[src/rtl/rls_coef_sink_pkg.sv]
`default_nettype none
// ============================================================================
// Module      : rls_coef_sink_pkg
// Description : Shared read-state encoding and default sizing for the
//               RLS coefficient sink.
// Revision    : 1.0 - initial release
// ============================================================================
package rls_coef_sink_pkg;

    localparam int DEF_N  = 16;
    localparam int DEF_W  = 32;
    localparam int DEF_CW = 32;

    typedef enum logic [0:0] {
        RD_IDLE   = 1'b0,
        RD_STREAM = 1'b1
    } rd_state_e;

    function automatic int addr_width(input int n);
        return (n > 2) ? $clog2(n) : 1;
    endfunction

endpackage
`default_nettype wire

[src/rtl/rls_coef_bank.sv]
`default_nettype none
// ============================================================================
// Module      : rls_coef_bank
// Description : N x W coefficient bank, one write port, one registered read.
// Revision    : 1.0 - initial release
// ============================================================================
module rls_coef_bank
    import rls_coef_sink_pkg::*;
#(
    parameter int N  = DEF_N,
    parameter int W  = DEF_W,
    parameter int AW = addr_width(DEF_N)
) (
    input  logic          clk,
    input  logic          we,
    input  logic [AW-1:0] waddr,
    input  logic [W-1:0]  wdata,
    input  logic          re,
    input  logic [AW-1:0] raddr,
    output logic [W-1:0]  rdata
);

    logic [W-1:0] mem_q [N];
    logic [W-1:0] rdata_q;

    // RAM contents carry no reset; validity is tracked by the owner.
    always_ff @(posedge clk) begin
        if (we) begin
            mem_q[waddr] <= wdata;
        end
        if (re) begin
            rdata_q <= mem_q[raddr];
        end
    end

    assign rdata = rdata_q;

endmodule
`default_nettype wire

[src/rtl/rls_coef_sink.sv]
`default_nettype none
// ============================================================================
// Module      : rls_coef_sink
// Description : Ping-pong block buffer between RLS solver and a ready/valid
//               stream. Define RLS_SINK_CHECKSUM_EN to append a sum word.
// Revision    : 1.0 - initial release
// ============================================================================
module rls_coef_sink
    import rls_coef_sink_pkg::*;
#(
    parameter int N  = DEF_N,
    parameter int W  = DEF_W,
    parameter int CW = DEF_CW
) (
    input  logic          clk,
    input  logic          reset,
    input  logic          write,
    input  logic [W-1:0]  x_in,
    input  logic          final_in,
    output logic          m_valid,
    output logic [W-1:0]  m_data,
    output logic          m_last,
    input  logic          m_ready,
    output logic [CW-1:0] blocks,
    output logic          overflow,
    output logic          done
);

    localparam int AW = addr_width(N);
    localparam int IW = $clog2(N + 1);
`ifdef RLS_SINK_CHECKSUM_EN
    localparam int LAST_IDX = N;
`else
    localparam int LAST_IDX = N - 1;
`endif

    rd_state_e     state_q, state_d;
    logic [1:0]    full_q, full_d;
    logic          fill_ptr_q, fill_ptr_d;
    logic          drain_ptr_q, drain_ptr_d;
    logic [AW-1:0] wcount_q, wcount_d;
    logic          drop_q, drop_d;
    logic [CW-1:0] blocks_q, blocks_d;
    logic          overflow_q, overflow_d;
    logic [IW-1:0] idx_q, idx_d;
    logic          m_valid_q, m_valid_d;
    logic          m_last_q, m_last_d;
    logic          done_q, done_d;

    logic          drop_now;
    logic          commit;
    logic [1:0]    bank_we;
    logic [1:0]    bank_re;
    logic [AW-1:0] rd_addr;
    logic [W-1:0]  bank_rdata [2];

`ifdef RLS_SINK_CHECKSUM_EN
    logic [W-1:0]  csum_q [2];
    logic [W-1:0]  csum_d [2];
`endif

    always_comb begin
        state_d     = state_q;
        full_d      = full_q;
        fill_ptr_d  = fill_ptr_q;
        drain_ptr_d = drain_ptr_q;
        wcount_d    = wcount_q;
        drop_d      = drop_q;
        blocks_d    = blocks_q;
        overflow_d  = overflow_q;
        idx_d       = idx_q;
        m_valid_d   = m_valid_q;
        m_last_d    = m_last_q;
        drop_now    = 1'b0;
        commit      = 1'b0;
        bank_we     = 2'b00;
        bank_re     = 2'b00;
        rd_addr     = '0;
`ifdef RLS_SINK_CHECKSUM_EN
        csum_d      = csum_q;
`endif

        // The drop decision is latched on the first pulse and held for the whole block.
        if (write) begin
            drop_now = (wcount_q == '0) ? full_q[fill_ptr_q] : drop_q;
            if (wcount_q == AW'(N - 1)) begin
                wcount_d = '0;
                drop_d   = 1'b0;
                commit   = !drop_now;
            end else begin
                wcount_d = wcount_q + AW'(1);
                drop_d   = drop_now;
            end
            if (drop_now) begin
                overflow_d = 1'b1;
            end else begin
                bank_we[fill_ptr_q] = 1'b1;
`ifdef RLS_SINK_CHECKSUM_EN
                csum_d[fill_ptr_q] = (wcount_q == '0) ? x_in : csum_q[fill_ptr_q] + x_in;
`endif
            end
        end

        if (commit) begin
            full_d[fill_ptr_q] = 1'b1;
            fill_ptr_d         = !fill_ptr_q;
            blocks_d           = blocks_q + CW'(1);
        end

        // Word 0 is fetched on the edge a bank becomes visible, so data lines up with m_valid.
        case (state_q)
            RD_IDLE: begin
                if (full_d[drain_ptr_q]) begin
                    state_d              = RD_STREAM;
                    m_valid_d            = 1'b1;
                    m_last_d             = 1'b0;
                    idx_d                = '0;
                    bank_re[drain_ptr_q] = 1'b1;
                end
            end
            RD_STREAM: begin
                if (m_valid_q && m_ready) begin
                    if (m_last_q) begin
                        full_d[drain_ptr_q] = 1'b0;
                        drain_ptr_d         = !drain_ptr_q;
                        idx_d               = '0;
                        m_last_d            = 1'b0;
                        if (full_d[!drain_ptr_q]) begin
                            bank_re[!drain_ptr_q] = 1'b1;
                        end else begin
                            state_d   = RD_IDLE;
                            m_valid_d = 1'b0;
                        end
                    end else begin
                        idx_d    = idx_q + IW'(1);
                        m_last_d = (idx_d == IW'(LAST_IDX));
                        if (idx_d < IW'(N)) begin
                            bank_re[drain_ptr_q] = 1'b1;
                            rd_addr              = AW'(idx_d);
                        end
                    end
                end
            end
            default: state_d = RD_IDLE;
        endcase

        done_d = final_in && (full_d == 2'b00) && (wcount_d == '0);
    end

    always_ff @(posedge clk or negedge reset) begin
        if (!reset) begin
            state_q     <= RD_IDLE;
            full_q      <= 2'b00;
            fill_ptr_q  <= 1'b0;
            drain_ptr_q <= 1'b0;
            wcount_q    <= '0;
            drop_q      <= 1'b0;
            blocks_q    <= '0;
            overflow_q  <= 1'b0;
            idx_q       <= '0;
            m_valid_q   <= 1'b0;
            m_last_q    <= 1'b0;
            done_q      <= 1'b0;
`ifdef RLS_SINK_CHECKSUM_EN
            csum_q[0]   <= '0;
            csum_q[1]   <= '0;
`endif
        end else begin
            state_q     <= state_d;
            full_q      <= full_d;
            fill_ptr_q  <= fill_ptr_d;
            drain_ptr_q <= drain_ptr_d;
            wcount_q    <= wcount_d;
            drop_q      <= drop_d;
            blocks_q    <= blocks_d;
            overflow_q  <= overflow_d;
            idx_q       <= idx_d;
            m_valid_q   <= m_valid_d;
            m_last_q    <= m_last_d;
            done_q      <= done_d;
`ifdef RLS_SINK_CHECKSUM_EN
            csum_q      <= csum_d;
`endif
        end
    end

    generate
        for (genvar b = 0; b < 2; b++) begin : g_bank
            rls_coef_bank #(
                .N  (N),
                .W  (W),
                .AW (AW)
            ) u_bank (
                .clk   (clk),
                .we    (bank_we[b]),
                .waddr (wcount_q),
                .wdata (x_in),
                .re    (bank_re[b]),
                .raddr (rd_addr),
                .rdata (bank_rdata[b])
            );
        end
    endgenerate

    always_comb begin
        m_data = '0;
        if (m_valid_q) begin
            m_data = bank_rdata[drain_ptr_q];
`ifdef RLS_SINK_CHECKSUM_EN
            if (idx_q == IW'(N)) begin
                m_data = csum_q[drain_ptr_q];
            end
`endif
        end
    end

    assign m_valid  = m_valid_q;
    assign m_last   = m_last_q;
    assign blocks   = blocks_q;
    assign overflow = overflow_q;
    assign done     = done_q;

endmodule
`default_nettype wire

[config.mk]
export PLATFORM = sky130hd
export DESIGN_NAME = rls_coef_sink
export DESIGN_NICKNAME = d
export VERILOG_FILES = /design/src/rtl/rls_coef_sink_pkg.sv /design/src/rtl/rls_coef_bank.sv /design/src/rtl/rls_coef_sink.sv
export SDC_FILE = /design/constraint.sdc
export NUM_CORES = 1
export LEC_CHECK = 0
export ABC_AREA = 1
export CAP_MARGIN = 20
export CORE_MARGIN = 2
export CORE_UTILIZATION = 40
export CTS_BUF_LIST = sky130_fd_sc_hd__clkbuf_4
export CTS_CLUSTER_SIZE = 16
export DETAILED_ROUTE_END_ITERATION = 8
export DONT_BUFFER_PORTS = 1
export HOLD_SLACK_MARGIN = 0.12
export PLACE_DENSITY = 0.62
export SYNTH_ARGS = -nofsm -noshare
export SYNTH_HDL_FRONTEND = slang
export SYNTH_SLANG_ARGS = --single-unit
[constraint.sdc]
create_clock -name clk -period 8.26 [get_ports clk]
set_input_delay 1.652 -clock clk [delete_from_list [all_inputs] [get_ports clk]]
set_output_delay 1.652 -clock clk [all_outputs]
set_load 0.01 [all_outputs]
==> qor.csv <==
metric;value;unit
antenna_found_initial;2;
insertion_delay;1.18;ns
synth.avg_cell_area;11.8;um2
r2r_setup_slack;3.81;ns
synthesis.area;47100;um2
result_of_the_run;completed;
yosysTopAreaCellShare;69.4;%
drt_pass1_iterations;5;
die_y;347;um
syn_inst;3991;
critical_path.reg2reg.startpoint;m_last$_DFFE_PN0P_;
synth-seq-cells;1139;
cts.sink_count;1139;
min_period_over_period;64.7;%
worstSetupStartpointType;flop;
io_pins;105;
tritoncts;built;
track_usage;22.4;%
final_cell_area;52000;um2
worst-endpoint-arrival;3.69;ns
fp.dieW;347;um
floorplan.die_area;120000;um2
antenna_left;0;
setup.worst_path.class;flop to output port;
vias;32415;
period_minus_slack;5.35;ns
maxCapViolations;0;
cp-startpoint;drain_ptr_q$_DFFE_PN0P_;
synth-edff-count;1088;
final_estimated_routing_congestion_in_global_placement;0.845;
layout.nets;4129;
routedWlPerCell;23.6;um
area_growth;10.3;%
cts_buf_count;307;
mostFrequentLayoutCells;edfxtp_1, nand3_1, nand2_1;
unique_cell_type_count_in_the_yosys_netlist;35;
postRouteWirelength;137000;um
synth.yosys.seq_area_share;72.1;%
cp_max_fo;36;
grt_pass1_wl;203000;um
worst_r2r_endpoint;g_bank[1].u_bank.rdata[10]$_DFFE_PP_;
timing.critical_path.to;m_data[20];
yosys.area.top_type;edfxtp_1;
dpl_cell_area;48400;um2
timing.critical_path.required;6.61;ns
detail_route.vias_per_cell;5.61;
clock-root-buffer;clkbuf_4;
maxSlewHeadroom;23.3;%
r2r_cells;13;
top_cells_by_area_in_the_synthesized_netlist;edfxtp_1, nand3_1, nand2_1;
leakage_power_summed_over_all_cells;18.6;nW
crit_path_end_kind;output port;
input_output_buffers;0;
ys.flop_type;edfxtp_1;
maximum_number_of_buffers_from_clock_root_to_sink;4;
report.final.slew_viol_count;0;
first_global_vias;31442;
final_common_cell;edfxtp_1;
timing_worst_slew_pin_value;1.15;ns
cts-htree-levels;5;
fp.coreArea;117000;um2
synth_fp_nets;4035;
hpwl_dp;67300;um
floorplan.rows;125;
clock-skew-final;0.106;ns
fmax;0.187;GHz
grt_max_degree;187;
rsz0062_at_grt;false;
final-hold-violation-count;0;
max-vdd-ir-drop;646;uV
final.setup.tns;0;ns
drc;0;
powerDensity;358;nW/um2
worst_setup_hold_path_clk_slew;0.07;ns
setup-violations-final;0;
holdCritPathClass;input port to async pin;
globalRoute.totalOverflow;0;
fin_util;44.6;%
dr.first_iter.drc_count;3839;
initial_core_util;40.4;%
count_of_synthesis_stage_warnings_from_yosys;0;
post_route_cells_drive_above_1_share;13.6;%
post_cts.repair.setup_buffers;0;
asyncSetResetFlopFracSynth;4.48;%
==> per-layer routing <==
| layer | share of wire (%) | global-route usage (%) | vias up |
|---|---|---|---|
| met4 | 2.3 | 8.15 | 0 |
| met1 | 41 | 30.2 | 15877 |
| met3 | 10 | 5.48 | 227 |
| li1 | - | - | 14674 |
| met2 | 47 | 35.3 | 1637 |
| met5 | 0 | 0 | - |
==> critical path, cell delays in order (launching register included) <==
cell	delay, ns
dfrtp_1	0.36
buf_4	0.33
inv_2	0.47
buf_4	0.53
nor2_1	0.08
nor2_1	0.79
==> through the flow <==
stage | worst slack [ns] | std cells | hold WS, ns | total power [mW]
2_1_floorplan | 3.62 | 3991 | 0.493 | 12.0
3_3_place_gp | 3.44 | 5299 | 0.530 | 13.9
3_5_place_dp | 3.41 | 5299 | 0.539 | 14.0
4_1_cts | 2.74 | 5779 | 0.214 | 18.7
5_1_grt | 2.82 | 5782 | 0.288 | 19.7
6_report | 2.91 | 5782 | 0.358 | 18.6
==> power breakdown <==
part	switching, mW	internal [mW]	total, mW	leakage, nW
Sequential	0.163	6.88	7.04	10.4
Clock	2.22	2.44	4.66	2.12
Combinational	5.19	1.70	6.89	6.03
==> Yosys cell counts, types with 2 or more instances <==
| cell type | number |
|---|---|
| edfxtp_1 | 1088 |
| nand3_1 | 1059 |
| nand2_1 | 807 |
| nor2_1 | 256 |
| a21oi_1 | 130 |
| buf_2 | 129 |
| o21ai_0 | 113 |
| clkbuf_1 | 106 |
| o21ai_1 | 62 |
| dfrtp_1 | 51 |
| inv_1 | 42 |
| buf_4 | 26 |
| xor2_1 | 19 |
| nor3_1 | 18 |
| xnor2_1 | 15 |
| buf_1 | 12 |
| buf_6 | 11 |
| nand4_1 | 10 |
| ha_1 | 7 |
| nand2_2 | 6 |
| inv_2 | 5 |
| nor2_4 | 4 |
| nand3b_1 | 2 |
| nor4_1 | 2 |
==> cells by family after synthesis <==
group / count (synthesis) / synth area share [%]
AND/OR/NAND/NOR: 2169 / 20.4
XOR/XNOR: 34 / 0.632
AO/OA/AOI/OAI: 309 / 3.31
adder cells (fa/ha/maj): 7 / 0.186
buffers and inverters: 333 / 3.38
flip-flops: 1139 / 72.1
==> what timing repair did <==
action	CTS	global route
hold buffers	1	0
gates resized for setup	0	0
hold endpoints to repair	51	0
==> state kept, by name (all words and copies together) (netlist names) <==
register and flops:
idx_q 5, fill_ptr_q 1, g_bank.u_bank.mem_q 1024, drop_q 1
wcount_q 4, g_bank.u_bank.rdata 64, overflow 1, state_q 1
blocks 32, drain_ptr_q 1, done 1, full_q 2
m_valid 1, m_last 1
==> final cells by class <==
cell class / instances / area [um2]
inverter: 48 / 185
clock inverter: 38 / 174
sequential: 1139 / 33900
multi-input combinational: 2519 / 11800
tap: 1524 / 1910
fill: 10692 / 64600
antenna: 3 / 7.51
clock buffer: 441 / 3310
timing repair buffer: 70 / 608
==> how the worst min path moves through the flow <==
| stage | from | slack (ns) | endpoint | cells after the start |
|---|---|---|---|---|
| final | reset | 0.36 | blocks[18]$_DFFE_PN0N_ | 1 |
| after global routing | reset | 0.29 | blocks[6]$_DFFE_PN0N_ | 1 |
| after CTS | reset | 0.21 | blocks[20]$_DFFE_PN0N_ | 1 |
| after detailed placement | fill_ptr_q$_DFFE_PN0N_ | 0.54 | fill_ptr_q$_DFFE_PN0N_ | 2 |
| after global placement | blocks[31]$_DFFE_PN0N_ | 0.53 | blocks[31]$_DFFE_PN0N_ | 1 |
| after floorplan | overflow$_DFFE_PN0P_ | 0.49 | overflow$_DFFE_PN0P_ | 1 |
(Power assumes the default switching activity.)
